===== src/rtl/cpu_pkg.sv =====
// Shared CPU definitions: operation classes, RV32I major opcodes and the
// immediate-format selector used by the decode stage.
package cpu_pkg;

    typedef enum logic [3:0] {
        OP_ALU     = 4'd0,
        OP_ALUI    = 4'd1,
        OP_LOAD    = 4'd2,
        OP_STORE   = 4'd3,
        OP_BRANCH  = 4'd4,
        OP_JAL     = 4'd5,
        OP_JALR    = 4'd6,
        OP_LUI     = 4'd7,
        OP_AUIPC   = 4'd8,
        OP_ILLEGAL = 4'd9
    } op_e;

    typedef enum logic [2:0] {
        IMM_NONE = 3'd0,
        IMM_I    = 3'd1,
        IMM_S    = 3'd2,
        IMM_B    = 3'd3,
        IMM_U    = 3'd4,
        IMM_J    = 3'd5
    } imm_fmt_e;

    localparam logic [6:0] OPC_OP     = 7'b0110011;
    localparam logic [6:0] OPC_OPIMM  = 7'b0010011;
    localparam logic [6:0] OPC_LOAD   = 7'b0000011;
    localparam logic [6:0] OPC_STORE  = 7'b0100011;
    localparam logic [6:0] OPC_BRANCH = 7'b1100011;
    localparam logic [6:0] OPC_JAL    = 7'b1101111;
    localparam logic [6:0] OPC_JALR   = 7'b1100111;
    localparam logic [6:0] OPC_LUI    = 7'b0110111;
    localparam logic [6:0] OPC_AUIPC  = 7'b0010111;

endpackage


===== src/rtl/id_stage_if.sv =====
// Fetch, register-bank read, execute and writeback signals around the decode
// stage. The slave modport is the decode stage's view; master is its environment.
interface id_stage_if #(
    parameter int NUMREGS   = 32,
    parameter int DATAWIDTH = 32
);
    import cpu_pkg::*;

    localparam int AW = $clog2(NUMREGS);

    logic                 if_valid_i;
    logic [31:0]          if_instr_i;
    logic [DATAWIDTH-1:0] if_pc_i;
    logic                 id_ready_o;

    logic                 re_a_o;
    logic                 re_b_o;
    logic [AW-1:0]        raddr_a_o;
    logic [AW-1:0]        raddr_b_o;

    logic                 ex_valid_o;
    logic                 ex_ready_i;
    op_e                  ex_op_o;
    logic [9:0]           ex_funct_o;
    logic [AW-1:0]        ex_rd_o;
    logic                 ex_we_o;
    logic [DATAWIDTH-1:0] ex_imm_o;
    logic [DATAWIDTH-1:0] ex_pc_o;

    logic                 wb_we_i;
    logic [AW-1:0]        wb_waddr_i;
    logic                 flush_i;

    modport slave (
        input  if_valid_i, if_instr_i, if_pc_i, ex_ready_i, wb_we_i, wb_waddr_i, flush_i,
        output id_ready_o, re_a_o, re_b_o, raddr_a_o, raddr_b_o,
        output ex_valid_o, ex_op_o, ex_funct_o, ex_rd_o, ex_we_o, ex_imm_o, ex_pc_o
    );

    modport master (
        output if_valid_i, if_instr_i, if_pc_i, ex_ready_i, wb_we_i, wb_waddr_i, flush_i,
        input  id_ready_o, re_a_o, re_b_o, raddr_a_o, raddr_b_o,
        input  ex_valid_o, ex_op_o, ex_funct_o, ex_rd_o, ex_we_o, ex_imm_o, ex_pc_o
    );

endinterface


===== src/rtl/id_scoreboard.sv =====
// One pending bit per architectural register. A set wins over any clear of the
// same register in the same cycle; register 0 can never become pending.
module id_scoreboard #(
    parameter int NUMREGS = 32,
    parameter int AW      = $clog2(NUMREGS)
) (
    input  logic               clk_i,
    input  logic               rst_i,
    input  logic               set_en_i,
    input  logic [AW-1:0]      set_addr_i,
    input  logic               wb_clr_en_i,
    input  logic [AW-1:0]      wb_clr_addr_i,
    input  logic               fl_clr_en_i,
    input  logic [AW-1:0]      fl_clr_addr_i,
    output logic [NUMREGS-1:0] pending_o
);

    localparam logic [NUMREGS-1:0] NONZERO_MASK = {{(NUMREGS-1){1'b1}}, 1'b0};

    logic [NUMREGS-1:0] pending_q;
    logic [NUMREGS-1:0] pending_d;
    logic [NUMREGS-1:0] set_vec_s;
    logic [NUMREGS-1:0] wb_vec_s;
    logic [NUMREGS-1:0] fl_vec_s;

    // Expand the set and clear requests into one-hot register masks.
    always_comb begin
        set_vec_s = {NUMREGS{1'b0}};
        wb_vec_s  = {NUMREGS{1'b0}};
        fl_vec_s  = {NUMREGS{1'b0}};
        for (int r = 0; r < NUMREGS; r++) begin
            set_vec_s[r] = set_en_i    && (set_addr_i    == AW'(r));
            wb_vec_s[r]  = wb_clr_en_i && (wb_clr_addr_i == AW'(r));
            fl_vec_s[r]  = fl_clr_en_i && (fl_clr_addr_i == AW'(r));
        end
    end

    // Next pending vector: clears first, then sets on top so a set wins.
    always_comb begin
        pending_d = (set_vec_s | (pending_q & ~wb_vec_s & ~fl_vec_s)) & NONZERO_MASK;
    end

    // Pending-bit state.
    always_ff @(posedge clk_i or posedge rst_i) begin
        if (rst_i) begin
            pending_q <= {NUMREGS{1'b0}};
        end else begin
            pending_q <= pending_d;
        end
    end

    assign pending_o = pending_q;

endmodule


===== src/rtl/id_stage.sv =====
// RV32I decode stage: field and immediate decode, register-read steering,
// operand interlock against the scoreboard and the registered hand-off to execute.
module id_stage
    import cpu_pkg::*;
#(
    parameter int NUMREGS   = 32,
    parameter int DATAWIDTH = 32
) (
    input  logic      clk_i,
    input  logic      rst_i,
    id_stage_if.slave bus
);

    localparam int AW = $clog2(NUMREGS);

    logic [31:0]          instr_s;
    logic [6:0]           opcode_s;
    logic [AW-1:0]        rd_s;
    logic [AW-1:0]        rs1_s;
    logic [AW-1:0]        rs2_s;
    op_e                  dec_op_s;
    imm_fmt_e             dec_fmt_s;
    logic                 dec_use_a_s;
    logic                 dec_use_b_s;
    logic                 dec_wr_s;
    logic                 dec_we_s;
    logic [31:0]          imm32_s;
    logic [DATAWIDTH-1:0] dec_imm_s;

    logic [NUMREGS-1:0]   pending_s;
    logic                 haz_a_s;
    logic                 haz_b_s;
    logic                 hazard_s;
    logic                 ready_s;
    logic                 accept_s;
    logic                 hold_s;
    logic                 sb_set_s;
    logic                 sb_fl_clr_s;

    logic                 re_a_s;
    logic                 re_b_s;
    logic [AW-1:0]        raddr_a_s;
    logic [AW-1:0]        raddr_b_s;

    logic                 ex_valid_q, ex_valid_d;
    op_e                  ex_op_q, ex_op_d;
    logic [9:0]           ex_funct_q, ex_funct_d;
    logic [AW-1:0]        ex_rd_q, ex_rd_d;
    logic                 ex_we_q, ex_we_d;
    logic [DATAWIDTH-1:0] ex_imm_q, ex_imm_d;
    logic [DATAWIDTH-1:0] ex_pc_q, ex_pc_d;
    logic [AW-1:0]        hold_rs1_q, hold_rs1_d;
    logic [AW-1:0]        hold_rs2_q, hold_rs2_d;
    logic                 hold_use_a_q, hold_use_a_d;
    logic                 hold_use_b_q, hold_use_b_d;

    assign instr_s  = bus.if_instr_i;
    assign opcode_s = instr_s[6:0];
    assign rd_s     = AW'(instr_s[11:7]);
    assign rs1_s    = AW'(instr_s[19:15]);
    assign rs2_s    = AW'(instr_s[24:20]);

    // Opcode to operation class, immediate format and register usage.
    always_comb begin
        dec_op_s    = OP_ILLEGAL;
        dec_fmt_s   = IMM_NONE;
        dec_use_a_s = 1'b0;
        dec_use_b_s = 1'b0;
        dec_wr_s    = 1'b0;
        case (opcode_s)
            OPC_OP:     begin dec_op_s = OP_ALU;    dec_use_a_s = 1'b1; dec_use_b_s = 1'b1; dec_wr_s = 1'b1; end
            OPC_OPIMM:  begin dec_op_s = OP_ALUI;   dec_fmt_s = IMM_I; dec_use_a_s = 1'b1; dec_wr_s = 1'b1; end
            OPC_LOAD:   begin dec_op_s = OP_LOAD;   dec_fmt_s = IMM_I; dec_use_a_s = 1'b1; dec_wr_s = 1'b1; end
            OPC_STORE:  begin dec_op_s = OP_STORE;  dec_fmt_s = IMM_S; dec_use_a_s = 1'b1; dec_use_b_s = 1'b1; end
            OPC_BRANCH: begin dec_op_s = OP_BRANCH; dec_fmt_s = IMM_B; dec_use_a_s = 1'b1; dec_use_b_s = 1'b1; end
            OPC_JAL:    begin dec_op_s = OP_JAL;    dec_fmt_s = IMM_J; dec_wr_s = 1'b1; end
            OPC_JALR:   begin dec_op_s = OP_JALR;   dec_fmt_s = IMM_I; dec_use_a_s = 1'b1; dec_wr_s = 1'b1; end
            OPC_LUI:    begin dec_op_s = OP_LUI;    dec_fmt_s = IMM_U; dec_wr_s = 1'b1; end
            OPC_AUIPC:  begin dec_op_s = OP_AUIPC;  dec_fmt_s = IMM_U; dec_wr_s = 1'b1; end
            default:    begin dec_op_s = OP_ILLEGAL; end
        endcase
    end

    assign dec_we_s = dec_wr_s && (rd_s != {AW{1'b0}});

    // Immediate assembly; every format is built as 32 bits and sign-extended below.
    always_comb begin
        imm32_s = 32'd0;
        case (dec_fmt_s)
            IMM_I:   imm32_s = {{20{instr_s[31]}}, instr_s[31:20]};
            IMM_S:   imm32_s = {{20{instr_s[31]}}, instr_s[31:25], instr_s[11:7]};
            IMM_B:   imm32_s = {{19{instr_s[31]}}, instr_s[31], instr_s[7], instr_s[30:25], instr_s[11:8], 1'b0};
            IMM_U:   imm32_s = {instr_s[31:12], 12'd0};
            IMM_J:   imm32_s = {{11{instr_s[31]}}, instr_s[31], instr_s[19:12], instr_s[20], instr_s[30:21], 1'b0};
            default: imm32_s = 32'd0;
        endcase
    end

    assign dec_imm_s = DATAWIDTH'($signed(imm32_s));

    // A writeback in this cycle is forwarded by the bank, so it resolves the hazard at once.
    assign haz_a_s  = dec_use_a_s && pending_s[rs1_s] && !(bus.wb_we_i && (bus.wb_waddr_i == rs1_s));
    assign haz_b_s  = dec_use_b_s && pending_s[rs2_s] && !(bus.wb_we_i && (bus.wb_waddr_i == rs2_s));
    assign hazard_s = haz_a_s || haz_b_s;

    assign hold_s      = ex_valid_q && !bus.ex_ready_i;
    assign ready_s     = (!ex_valid_q || bus.ex_ready_i) && !hazard_s && !bus.flush_i;
    assign accept_s    = bus.if_valid_i && ready_s;
    assign sb_set_s    = accept_s && dec_we_s;
    assign sb_fl_clr_s = bus.flush_i && ex_valid_q && ex_we_q;

    id_scoreboard #(
        .NUMREGS (NUMREGS),
        .AW      (AW)
    ) u_scoreboard (
        .clk_i         (clk_i),
        .rst_i         (rst_i),
        .set_en_i      (sb_set_s),
        .set_addr_i    (rd_s),
        .wb_clr_en_i   (bus.wb_we_i),
        .wb_clr_addr_i (bus.wb_waddr_i),
        .fl_clr_en_i   (sb_fl_clr_s),
        .fl_clr_addr_i (ex_rd_q),
        .pending_o     (pending_s)
    );

    // Bank read steering: re-present the held sources so registered read data stays valid.
    always_comb begin
        re_a_s    = 1'b0;
        re_b_s    = 1'b0;
        raddr_a_s = {AW{1'b0}};
        raddr_b_s = {AW{1'b0}};
        if (hold_s) begin
            re_a_s    = hold_use_a_q;
            re_b_s    = hold_use_b_q;
            raddr_a_s = hold_rs1_q;
            raddr_b_s = hold_rs2_q;
        end else if (accept_s) begin
            re_a_s    = dec_use_a_s;
            re_b_s    = dec_use_b_s;
            raddr_a_s = rs1_s;
            raddr_b_s = rs2_s;
        end else begin
            re_a_s    = 1'b0;
            re_b_s    = 1'b0;
        end
    end

    // Next state of the execute-side register: flush, load on accept, drain on consume.
    always_comb begin
        ex_valid_d   = ex_valid_q;
        ex_op_d      = ex_op_q;
        ex_funct_d   = ex_funct_q;
        ex_rd_d      = ex_rd_q;
        ex_we_d      = ex_we_q;
        ex_imm_d     = ex_imm_q;
        ex_pc_d      = ex_pc_q;
        hold_rs1_d   = hold_rs1_q;
        hold_rs2_d   = hold_rs2_q;
        hold_use_a_d = hold_use_a_q;
        hold_use_b_d = hold_use_b_q;
        if (bus.flush_i) begin
            ex_valid_d = 1'b0;
        end else if (accept_s) begin
            ex_valid_d   = 1'b1;
            ex_op_d      = dec_op_s;
            ex_funct_d   = {instr_s[31:25], instr_s[14:12]};
            ex_rd_d      = rd_s;
            ex_we_d      = dec_we_s;
            ex_imm_d     = dec_imm_s;
            ex_pc_d      = bus.if_pc_i;
            hold_rs1_d   = rs1_s;
            hold_rs2_d   = rs2_s;
            hold_use_a_d = dec_use_a_s;
            hold_use_b_d = dec_use_b_s;
        end else if (bus.ex_ready_i) begin
            ex_valid_d = 1'b0;
        end else begin
            ex_valid_d = ex_valid_q;
        end
    end

    // Execute-side pipeline register.
    always_ff @(posedge clk_i or posedge rst_i) begin
        if (rst_i) begin
            ex_valid_q   <= 1'b0;
            ex_op_q      <= OP_ILLEGAL;
            ex_funct_q   <= 10'd0;
            ex_rd_q      <= {AW{1'b0}};
            ex_we_q      <= 1'b0;
            ex_imm_q     <= {DATAWIDTH{1'b0}};
            ex_pc_q      <= {DATAWIDTH{1'b0}};
            hold_rs1_q   <= {AW{1'b0}};
            hold_rs2_q   <= {AW{1'b0}};
            hold_use_a_q <= 1'b0;
            hold_use_b_q <= 1'b0;
        end else begin
            ex_valid_q   <= ex_valid_d;
            ex_op_q      <= ex_op_d;
            ex_funct_q   <= ex_funct_d;
            ex_rd_q      <= ex_rd_d;
            ex_we_q      <= ex_we_d;
            ex_imm_q     <= ex_imm_d;
            ex_pc_q      <= ex_pc_d;
            hold_rs1_q   <= hold_rs1_d;
            hold_rs2_q   <= hold_rs2_d;
            hold_use_a_q <= hold_use_a_d;
            hold_use_b_q <= hold_use_b_d;
        end
    end

    assign bus.id_ready_o = ready_s;
    assign bus.re_a_o     = re_a_s;
    assign bus.re_b_o     = re_b_s;
    assign bus.raddr_a_o  = raddr_a_s;
    assign bus.raddr_b_o  = raddr_b_s;
    assign bus.ex_valid_o = ex_valid_q;
    assign bus.ex_op_o    = ex_op_q;
    assign bus.ex_funct_o = ex_funct_q;
    assign bus.ex_rd_o    = ex_rd_q;
    assign bus.ex_we_o    = ex_we_q;
    assign bus.ex_imm_o   = ex_imm_q;
    assign bus.ex_pc_o    = ex_pc_q;

endmodule


===== src/flat_wrapper.sv =====
// flat-port wrapper written by rule: the top's interface ports become plain ports
module id_stage_flat import cpu_pkg::*;
#(
    parameter int NUMREGS   = 32,
    parameter int DATAWIDTH = 32
)
  (clk_i, rst_i, bus_if_valid_i, bus_if_instr_i, bus_if_pc_i, bus_ex_ready_i, bus_wb_we_i, bus_wb_waddr_i, bus_flush_i, bus_id_ready_o, bus_re_a_o, bus_re_b_o, bus_raddr_a_o, bus_raddr_b_o, bus_ex_valid_o, bus_ex_op_o, bus_ex_funct_o, bus_ex_rd_o, bus_ex_we_o, bus_ex_imm_o, bus_ex_pc_o);
  id_stage_if #(.NUMREGS(NUMREGS), .DATAWIDTH(DATAWIDTH)) bus_i ();
  input  logic clk_i;
  input  logic rst_i;
  input wire logic [$bits(bus_i.if_valid_i)-1:0] bus_if_valid_i;
  input wire logic [$bits(bus_i.if_instr_i)-1:0] bus_if_instr_i;
  input wire logic [$bits(bus_i.if_pc_i)-1:0] bus_if_pc_i;
  input wire logic [$bits(bus_i.ex_ready_i)-1:0] bus_ex_ready_i;
  input wire logic [$bits(bus_i.wb_we_i)-1:0] bus_wb_we_i;
  input wire logic [$bits(bus_i.wb_waddr_i)-1:0] bus_wb_waddr_i;
  input wire logic [$bits(bus_i.flush_i)-1:0] bus_flush_i;
  output wire logic [$bits(bus_i.id_ready_o)-1:0] bus_id_ready_o;
  output wire logic [$bits(bus_i.re_a_o)-1:0] bus_re_a_o;
  output wire logic [$bits(bus_i.re_b_o)-1:0] bus_re_b_o;
  output wire logic [$bits(bus_i.raddr_a_o)-1:0] bus_raddr_a_o;
  output wire logic [$bits(bus_i.raddr_b_o)-1:0] bus_raddr_b_o;
  output wire logic [$bits(bus_i.ex_valid_o)-1:0] bus_ex_valid_o;
  output wire logic [$bits(bus_i.ex_op_o)-1:0] bus_ex_op_o;
  output wire logic [$bits(bus_i.ex_funct_o)-1:0] bus_ex_funct_o;
  output wire logic [$bits(bus_i.ex_rd_o)-1:0] bus_ex_rd_o;
  output wire logic [$bits(bus_i.ex_we_o)-1:0] bus_ex_we_o;
  output wire logic [$bits(bus_i.ex_imm_o)-1:0] bus_ex_imm_o;
  output wire logic [$bits(bus_i.ex_pc_o)-1:0] bus_ex_pc_o;
  assign bus_i.if_valid_i = bus_if_valid_i;
  assign bus_i.if_instr_i = bus_if_instr_i;
  assign bus_i.if_pc_i = bus_if_pc_i;
  assign bus_i.ex_ready_i = bus_ex_ready_i;
  assign bus_i.wb_we_i = bus_wb_we_i;
  assign bus_i.wb_waddr_i = bus_wb_waddr_i;
  assign bus_i.flush_i = bus_flush_i;
  assign bus_id_ready_o = bus_i.id_ready_o;
  assign bus_re_a_o = bus_i.re_a_o;
  assign bus_re_b_o = bus_i.re_b_o;
  assign bus_raddr_a_o = bus_i.raddr_a_o;
  assign bus_raddr_b_o = bus_i.raddr_b_o;
  assign bus_ex_valid_o = bus_i.ex_valid_o;
  assign bus_ex_op_o = bus_i.ex_op_o;
  assign bus_ex_funct_o = bus_i.ex_funct_o;
  assign bus_ex_rd_o = bus_i.ex_rd_o;
  assign bus_ex_we_o = bus_i.ex_we_o;
  assign bus_ex_imm_o = bus_i.ex_imm_o;
  assign bus_ex_pc_o = bus_i.ex_pc_o;
  id_stage #(.NUMREGS(NUMREGS), .DATAWIDTH(DATAWIDTH)) u_core (.clk_i(clk_i), .rst_i(rst_i), .bus(bus_i));
endmodule

===== config.mk =====
export PLATFORM = sky130hd
export DESIGN_NAME = id_stage_flat
export DESIGN_NICKNAME = d
export VERILOG_FILES = /design/src/rtl/cpu_pkg.sv /design/src/rtl/id_stage_if.sv /design/src/rtl/id_scoreboard.sv /design/src/rtl/id_stage.sv /design/src/flat_wrapper.sv
export SDC_FILE = /design/constraint.sdc
export NUM_CORES = 1
export LEC_CHECK = 0
export ABC_AREA = 1
export BUFFER_PORTS_ARGS = -buffer_cell sky130_fd_sc_hd__buf_2
export CAP_MARGIN = 30
export CORE_AREA = 2 2 176 109
export CTS_CLUSTER_SIZE = 20
export DETAILED_ROUTE_END_ITERATION = 8
export DIE_AREA = 0 0 178 111
export GPL_ROUTABILITY_DRIVEN = 0
export HOLD_SLACK_MARGIN = 0.03
export SYNTH_ARGS = -nofsm -noshare
export SYNTH_HDL_FRONTEND = slang
export SYNTH_SLANG_ARGS = --single-unit

===== constraint.sdc =====
create_clock -name clk_i -period 7.02 [get_ports clk_i]
set_input_delay 1.053 -clock clk_i [delete_from_list [all_inputs] [get_ports clk_i]]
set_output_delay 1.053 -clock clk_i [all_outputs]
set_load 0.05 [all_outputs]

# Word level (Yosys, flattened, before mapping)
# Index checks and enable logic that the tools add are counted.
# Widths: inputs -> output; s select.
[totals]
reg_bits = 128
inputBits = 75
output_inout_bits = 98
elab_cells = 279
[op_classes]
order_cmp = 2
n_eq_ne = 109
muxes = 21
n_bitwise = 6
reduce_logical = 129
[op_table]
columns = ["cell", "n"]
rows = [
  ["$eq 5x5->1 const B", 48],
  ["$pmux 32 s5", 1],
  ["$eq 5x4->1 const B", 24],
  ["$logic_and 1x1->1", 110],
  ["$and 32x32->32", 2],
  ["$not 32->32", 2],
  ["$eq 5x3->1 const B", 12],
  ["$pmux 4 s9", 1],
  ["$or 32x32->32", 1],
  ["$eq 5x2->1 const B", 6],
  ["$eq 7x6->1 const B", 3],
  ["$eq 7x7->1 const B", 3],
  ["$mux 5", 4],
  ["$eq 5x1->1 const B", 3],
  ["$logic_not 5->1", 3],
  ["$pmux 3 s5", 1],
  ["$eq 7x5->1 const B", 2],
  ["$lt 5x6->1 const B", 2],
  ["$mux 1", 12],
  ["$bmux 1 s5", 2],
  ["$eq 5x5->1", 2],
  ["$eq 7x2->1 const B", 1],
  ["$reduce_or 7->1", 1],
  ["$eq 3x2->1 const B", 2],
  ["other kinds (11)", 19],
]

# Logic depth before layout (Yosys ltp)
# Gate-level depths: netlist (run 1).
[depth]
word_depth = 13
ltp_mapped = 17
depth_no_buf = 15

# By module
# A second synthesis (run 1) with hierarchy kept.
[unflattened]
hier_cells = 1021
area_unflattened_um2 = 7140.6
[modules_own_cells]
columns = ["mod", "instances", "cells_each", "area_each_um2", "seq_area_each_um2"]
rows = [
  ["id_stage", 1, 739, 5297.6, 2429.8],
  ["id_scoreboard", 1, 282, 1843.0, 775.7],
]

# Least setup slack after synthesis (run 1)
# Ideal clock, no wire load.
[synth_timing]
path_kind = "input to output"
from = "input bus_if_instr_i[21]"
to = "output bus_raddr_a_o[0]"
arrival_ns = 2.679
required_time_ns = 5.967
path_slack_ns = 3.288
stages = 14
path_buffers = 3
path_cell_list = "buf_2 -> inv_2 -> buf_4 -> nor2_1 -> o21ai_1 -> nand3_1 -> nand3_1 -> nand2_1 -> nor2_1 -> nor2_2 -> nor2_4 -> buf_2 -> nand3_1 -> nand2_1"
[synth_via]
elab_chain_cells = 11
elab_cells_between_ends = 14
classes_between = "1 x eq/ne; 4 x mux; 9 x reduce/logical"
[synth_lines]
columns = ["element", "line", "rtl"]
rows = [
  ["start, declared", "flat_wrapper.sv:12", "input wire logic [$bits(bus_i.if_instr_i)-1:0] bus_if_instr_i;"],
  ["$bmux 1 s5 or $eq 5x5->1 (tied branches)", "id_stage.sv:103", "assign haz_b_s = dec_use_b_s && pending_s[rs2_s] && !(bus.wb_we_i && (bus.wb_waddr_i == rs2_s));"],
  ["$mux 1 (not written as such) or $logic_and 1x1->1 (tied branches)", "id_stage.sv:103", ""],
  ["$logic_and 1x1->1 or $logic_not 1->1 (tied branches)", "id_stage.sv:103", ""],
  ["$logic_and 1x1->1 *", "id_stage.sv:103", ""],
  ["$logic_or 1x1->1 *", "id_stage.sv:104", "assign hazard_s = haz_a_s || haz_b_s;"],
  ["$logic_not 1->1 *", "id_stage.sv:107", "assign ready_s = (!ex_valid_q || bus.ex_ready_i) && !hazard_s && !bus.flush_i;"],
  ["$logic_and 1x1->1 * (2 in series)", "id_stage.sv:107", ""],
  ["$logic_and 1x1->1 *", "id_stage.sv:108", "assign accept_s = bus.if_valid_i && ready_s;"],
  ["$mux 5 *", "id_stage.sv:138", "end else if (accept_s) begin"],
  ["$mux 5 *", "id_stage.sv:133", "if (hold_s) begin"],
  ["end, declared", "flat_wrapper.sv:21", "output wire logic [$bits(bus_i.raddr_a_o)-1:0] bus_raddr_a_o;"],
]
# Every way passes the cells marked *; elsewhere a longest branch is shown, timed or not. The select of a mux whose other input is x is not followed.

# Final worst setup path (run 1)
[layout_timing]
from = "input bus_if_instr_i[20]"
to = "output bus_re_b_o"
[layout_via]
elab_chain_cells = 11
elab_cells_between_ends = 14
classes_between = "1 x eq/ne; 4 x mux; 9 x reduce/logical"
[layout_lines]
columns = ["element", "line", "rtl"]
rows = [
  ["$bmux 1 s5 or $eq 5x5->1 (tied branches)", "id_stage.sv:103", ""],
  ["$mux 1 (not written as such) or $logic_and 1x1->1 (tied branches)", "id_stage.sv:103", ""],
  ["$logic_and 1x1->1 or $logic_not 1->1 (tied branches)", "id_stage.sv:103", ""],
  ["$logic_and 1x1->1 *", "id_stage.sv:103", ""],
  ["$logic_or 1x1->1 *", "id_stage.sv:104", ""],
  ["$logic_not 1->1 *", "id_stage.sv:107", ""],
  ["$logic_and 1x1->1 * (2 in series)", "id_stage.sv:107", ""],
  ["$logic_and 1x1->1 *", "id_stage.sv:108", ""],
  ["$mux 1 *", "id_stage.sv:138", ""],
  ["$mux 1 *", "id_stage.sv:133", ""],
  ["end, declared", "flat_wrapper.sv:20", "output wire logic [$bits(bus_i.re_b_o)-1:0] bus_re_b_o;"],
]
# Marked as above.

==> impl_metrics.json, run 1 <==
{
  "p_seq_share_pct": 37.4,
  "path_class": "input port to primary output",
  "drive_above_1_share_pct": 19.5,
  "first_pass_iters": 5,
  "max_clock_freq_mhz": 226,
  "grt_use_total_pct": 25.4,
  "ant_nets": 0,
  "r2r-start": "u_core.bus.ex_valid_o$_DFFE_PP0P_",
  "vdd_drop_max_mv": 0.167,
  "ioPinCount": 173,
  "cp.arrival_ns": 3.38,
  "min_path_cells": 2,
  "run_status": "finished, final reports clean",
  "whs_endpoint": "u_core.bus.ex_op_o[0]$_DFFE_PP1P_",
  "maxCapViolations": 0,
  "yosys_warnings": 0,
  "initial_core_util_pct": 38.8,
  "finalSetupTns_ns": 0,
  "grt_overflow": 0,
  "grt_pass1_vias": 6668,
  "num_rows": 39,
  "leakagePower_nw": 4.72,
  "fin_crit_sh_pct": 63.1,
  "clk_pin_slew_ns": 0.06,
  "cts.sinks": 128,
  "finalNetCount": 1229,
  "ys_top_cells_by_count": "nand2_1 (402), nand3_1 (160), dfrtp_1 (126)",
  "ys_seq_area_share_pct": 44.9,
  "antenna_found_initial": 0,
  "syn_to_final_growth_pct": 20.5,
  "regToRegSetupSlack_ns": 3.71,
  "slew_viol_final": 0,
  "drt-total-wl_mm": 25.0,
  "netlist_area_mm2": 0.00714,
  "worst_pin_slew_ns": 0.915,
  "vias": 7485,
  "synth_ff_type": "dfrtp_1",
  "core_mm2": 0.0184,
  "hp-class": "flop to flop",
  "skew_ns": 0.00933,
  "clkPwrFrac_pct": 38.0,
  "fin_area_mm2": 0.00861,
  "p_sw_share_pct": 37.8,
  "synth.most_common_cell": "nand2_1",
  "synth_top_area_cell": "dfrtp_1",
  "synth_top_area_share_pct": 44.2,
  "powerDensity_mw_per_mm2": 271,
  "dpl_cell_area_mm2": 0.00802,
  "drtIter0Drc": 1039,
  "synth_seq_cells": 128,
  "p_comb_share_pct": 24.6,
  "worstRegToRegCells": 10,
  "syn_nets": 1090,
  "grt_max_degree": 115,
  "synth_area_leaders": "dfrtp_1 (44%), nand2_1 (21%), nand3_1 (11%), nor2_1 (5.3%), inv_1 (2.6%)",
  "cts_htree_levels": 4,
  "ys_types": 32,
  "numCtsBuffers": 17,
  "avgSynthCellArea_um2": 7.04,
  "layout_min_cycle_time_ns": 4.43,
  "vias_per_cell": 5.30,
  "placedCellCount": 1381,
  "startpoint_type": "input port",
  "fillers": 1906,
  "cts_buffer_depth": 2,
  "cts_resized": 0,
  "endpoint_kind": "primary output",
  "setup_viol": 0,
  "synthCells": 1015,
  "p_sw_mw": 0.880,
  "rsz0062_at_grt": "no",
  "clk_latency_ns": 0.42,
  "required_ns": 5.97,
  "grt_pass1_wl_mm": 38.9,
  "crit_fanout": 114,
  "place_hpwl_mm": 17.7,
  "cts_hold_buf": 0,
  "async_reset_ff_share_pct": 100,
  "fin_cells": 1413,
  "finalHoldViolations": 0,
  "p_int_mw": 1.45,
  "postCtsSetupBuffers": 0,
  "cts_root_buffer": "clkbuf_16",
  "avgRoutedWirePerCell_um": 17.7,
  "io_buffer_count": 172,
  "cts_tree": "done",
  "antenna_cells": 0,
  "dieWidth_um": 178,
  "die_h_um": 111,
  "r2r_end": "u_core.bus.ex_imm_o[24]$_DFFE_PP0P_",
  "synth_edf_count": 0,
  "min_from": "u_core.bus.ex_op_o[0]$_DFFE_PP1P_",
  "drcViolationCount": 0,
  "die_area_mm2": 0.0198,
  "maxSlewHeadroom_pct": 38.8
}
[power groups by stage]
stage	logic (mW)	registers, mW	clock network, mW
2_1_floorplan	0.225	1.07	0
3_3_place_gp	0.569	0.881	0
3_5_place_dp	0.572	0.880	0
4_1_cts	0.573	0.868	0.898
5_1_grt	0.618	0.879	0.930
6_report	0.574	0.871	0.887
[cell usage in the layout, fill, tap and decap left out, types with 7 or more instances in the layout]
cell / synthesis / routed
o22ai_1: 9 / 9
clkbuf_16: 0 / 17
inv_1: 50 / 49
inv_2: 8 / 8
nand2_1: 402 / 402
o21ai_1: 13 / 13
nand3_1: 160 / 160
o21ai_0: 26 / 26
a221o_1: 7 / 7
nand4_1: 26 / 26
dfrtp_1: 126 / 126
nor2_1: 100 / 100
buf_2: 17 / 171
buf_4: 8 / 7
[worst max path at each step]
stage	start	end	slack, ns	cells past startpoint
after detailed placement	bus_if_instr_i[20]	bus_re_b_o	2.60	15
after global placement	bus_if_instr_i[20]	bus_raddr_b_o[0]	2.64	15
after global routing	bus_if_instr_i[15]	bus_raddr_b_o[0]	2.34	15
final	bus_if_instr_i[20]	bus_re_b_o	2.59	15
after CTS	bus_if_instr_i[20]	bus_re_b_o	2.60	15
after floorplan	rst_i	u_core.bus.ex_funct_o[0]$_DFFE_PP0P_	2.56	1
[layout make-up]
| type | instances | area [um2] | share of cell area, % |
|---|---|---|---|
| repair buffers | 179 | 928 | 10.8 |
| clock buffers | 18 | 439 | 5.10 |
| well taps | 246 | 308 | 3.58 |
| flip-flops and latches | 128 | 3210 | 37.2 |
| multi-input cells | 769 | 3360 | 39.0 |
| clock inverters | 14 | 143 | 1.66 |
| inverters | 59 | 224 | 2.60 |
[metrics by stage]
step	setup WS [ns]	total power, mW	hold slack (ns)	utilization (%)
floorplan	2.56	1.29	0.442	-
global placement	2.64	1.45	0.450	43.6
detailed placement	2.60	1.45	0.454	43.6
CTS	2.60	2.34	0.467	46.8
global route	2.34	2.43	0.485	46.8
finish	2.59	2.33	0.466	46.8
[logic make-up after synthesis]
family | count (synthesis) | synth area share, %
AO/OA/AOI/OAI | 69 | 5.85
buffers and inverters | 118 | 8.08
flip-flops | 128 | 44.9
AND/OR/NAND/NOR | 700 | 41.2
[registers in the layout, indices dropped and copies added, names as in the netlist]
name	flops
u_core.bus.ex_funct_o	10
u_core.bus.ex_imm_o	32
u_core.u_scoreboard.pending_o	31
u_core.bus.ex_valid_o	1
u_core.bus.ex_op_o	4
u_core.bus.ex_rd_o	5
u_core.hold_rs2_q	5
u_core.bus.ex_pc_o	32
u_core.hold_use_b_q	1
u_core.hold_rs1_q	5
u_core.hold_use_a_q	1
u_core.bus.ex_we_o	1
[per-layer routing]
layer | routed length, um | GRT usage [%]
met1 | 12600 | 42.7
met2 | 9180 | 30.8
met3 | 3030 | 8.54
met4 | 106 | 3.55
met5 | 0 | 0
[worst max-delay path, cell delays in order]
cell,delay (ns)
buf_2,0.36
inv_2,0.21
nand2_1,0.10
nand3_1,0.06
nand2_1,0.08
nand2_1,0.04
nand3_1,0.10
nand3_1,0.08
nand2_1,0.08
nor2_2,0.05
nor2_4,0.12
buf_12,0.40
nand3_1,0.22
nand2_1,0.11
buf_2,0.27
(Power assumes the default switching activity.)
==> run 2, diff against run 1 <==
==> constraint.sdc (replaced) <==
create_clock -name clk_i -period 4.5 [get_ports clk_i]
set_input_delay 0.675 -clock clk_i [delete_from_list [all_inputs] [get_ports clk_i]]
set_output_delay 0.675 -clock clk_i [all_outputs]
set_load 0.05 [all_outputs]
==> impl_metrics.json, run 2 (synthesis results as in run 1) <==
{
  "vias": 7457,
  "io_buffer_count": 172,
  "numCtsBuffers": 17,
  "powerDensity_mw_per_mm2": 429,
  "drcViolationCount": 0,
  "rsz0062_at_grt": "no",
  "drtIter0Drc": 873,
  "postLayoutCoreUtil_pct": 47.2,
  "hp-class": "input port to async pin",
  "vdd_drop_max_mv": 0.250,
  "skew_ns": 0.0170,
  "max_clock_freq_mhz": 289,
  "cts.sinks": 128,
  "ioPinCount": 173,
  "grt_pass1_vias": 6706,
  "run_status": "finished, final reports clean",
  "setup_viol": 0,
  "num_rows": 39,
  "slew_viol_final": 0,
  "worst_pin_slew_ns": 0.935,
  "dpl_worst_slack_ns": 1.10,
  "avgRoutedWirePerCell_um": 17.7,
  "critPathMostFrequentCell": "nand2_1",
  "syn_to_final_growth_pct": 21.7,
  "max_stage_delay_ns": 0.33,
  "die_h_um": 111,
  "grt_use_total_pct": 25.6,
  "layout_commonest_cell": "nand2_1",
  "mostFrequentLayoutCells": "nand2_1 (402), buf_2 (171), nand3_1 (160)",
  "crit_fanout": 20,
  "maxCapViolations": 0,
  "cts_resized": 0,
  "cpMaxStageDelayCell": "buf_2",
  "dieWidth_um": 178,
  "fin_crit_sh_pct": 77.0,
  "place_hpwl_mm": 17.6,
  "layout_min_cycle_time_ns": 3.46,
  "core_mm2": 0.0184,
  "grt_pass1_wl_mm": 38.9,
  "path_buf_inv": 3,
  "startpoint_type": "input port",
  "total_power_mw": 3.73,
  "postCtsSetupBuffers": 0,
  "cts_htree_levels": 4,
  "finalSetupTns_ns": 0,
  "antenna_found_initial": 0,
  "drt-total-wl_mm": 25.0,
  "fin_ws_ns": 1.04,
  "clk_latency_ns": 0.43,
  "vias_per_cell": 5.27,
  "cts_buffer_depth": 2,
  "ant_nets": 0,
  "clk_pin_slew_ns": 0.07,
  "critical_path.cell_chain": "buf_2, inv_2, nand2_1, nand3_1, nand3_1, nand3_1, nand2_1, nand2_1, nand3_1, nand2_1, nor2_4, nand3b_1, nand2_1, buf_2",
  "critPathTopFamily": "simple AND/OR/NAND/NOR gates",
  "maxSlewHeadroom_pct": 37.7,
  "die_area_mm2": 0.0198,
  "cp.arrival_ns": 2.79,
  "leakagePower_nw": 4.76,
  "first_pass_iters": 5,
  "finalNetCount": 1230,
  "cts_root_buffer": "clkbuf_16",
  "grt_max_degree": 88,
  "path_class": "input port to primary output",
  "required_ns": 3.83,
  "drive_above_1_share_pct": 19.6,
  "finalHoldViolations": 0,
  "cts_tree": "done",
  "cts_hold_buf": 0,
  "grt_overflow": 0,
  "endpoint_kind": "primary output",
  "initial_core_util_pct": 38.8,
  "antenna_cells": 0
}
-- run 2: cell types whose count changed in the layout (fill, tap and decap cells not counted), sizes merged --
| cell | before | now |
|---|---|---|
| inv | 65 | 68 |
| clkinvlp | 3 | 1 |
| buf | 179 | 180 |
| bufinv | 1 | 2 |
| clkbuf | 18 | 17 |
| clkinv | 4 | 3 |
-- run 2: stage by stage --
stage	cells	area (um2)	hold WS [ns]
2_1_floorplan	1015	7140	0.442
6_report	1414	8690	0.444
4_1_cts	1414	8690	0.446
5_1_grt	1414	8690	0.459
3_5_place_dp	1382	8070	0.453
3_3_place_gp	1379	8020	0.451
-- run 2: layer usage --
| metal | part of all wire [%] | global-route usage, % |
|---|---|---|
| met5 | 0 | 0 |
| met4 | 0.48 | 4.04 |
| met3 | 13 | 9.64 |
| met2 | 38 | 32.1 |
| met1 | 48 | 41.0 |
-- run 2: worst paths after layout --
check	depth (start not counted)	endpoint	slack (ns)	start
max	14	bus_re_a_o	1.04	bus_if_instr_i[15]
min	2	u_core.bus.ex_pc_o[25]$_DFFE_PP0P_	0.44	rst_i
max reg2reg	12	u_core.u_scoreboard.pending_o[21]$_DFF_PP0_	1.90	u_core.u_scoreboard.pending_o[29]$_DFF_PP0_
min reg2reg	2	u_core.bus.ex_op_o[3]$_DFFE_PP1P_	0.46	u_core.bus.ex_op_o[3]$_DFFE_PP1P_
max in group asynchronous	3	u_core.bus.ex_op_o[3]$_DFFE_PP1P_	3.16	rst_i
min in group clk_i	2	u_core.bus.ex_valid_o$_DFFE_PP0P_	0.45	bus_ex_ready_i
-- run 2: power breakdown --
| group | switching, mW | internal, mW | leakage, nW |
|---|---|---|---|
| sequential | 0.0820 | 1.27 | 1.67 |
| clock | 0.619 | 0.847 | 0.300 |
| combinational | 0.701 | 0.203 | 2.79 |
| total | 1.40 | 2.32 | 4.76 |
-- run 2: layout make-up --
type | count | area, um2
fillers | 1869 | 9710
flip-flops and latches | 128 | 3210
inverters | 59 | 224
clock buffers | 17 | 425
multi-input cells | 769 | 3360
clock inverters | 15 | 190
well taps | 246 | 308
repair buffers | 180 | 976
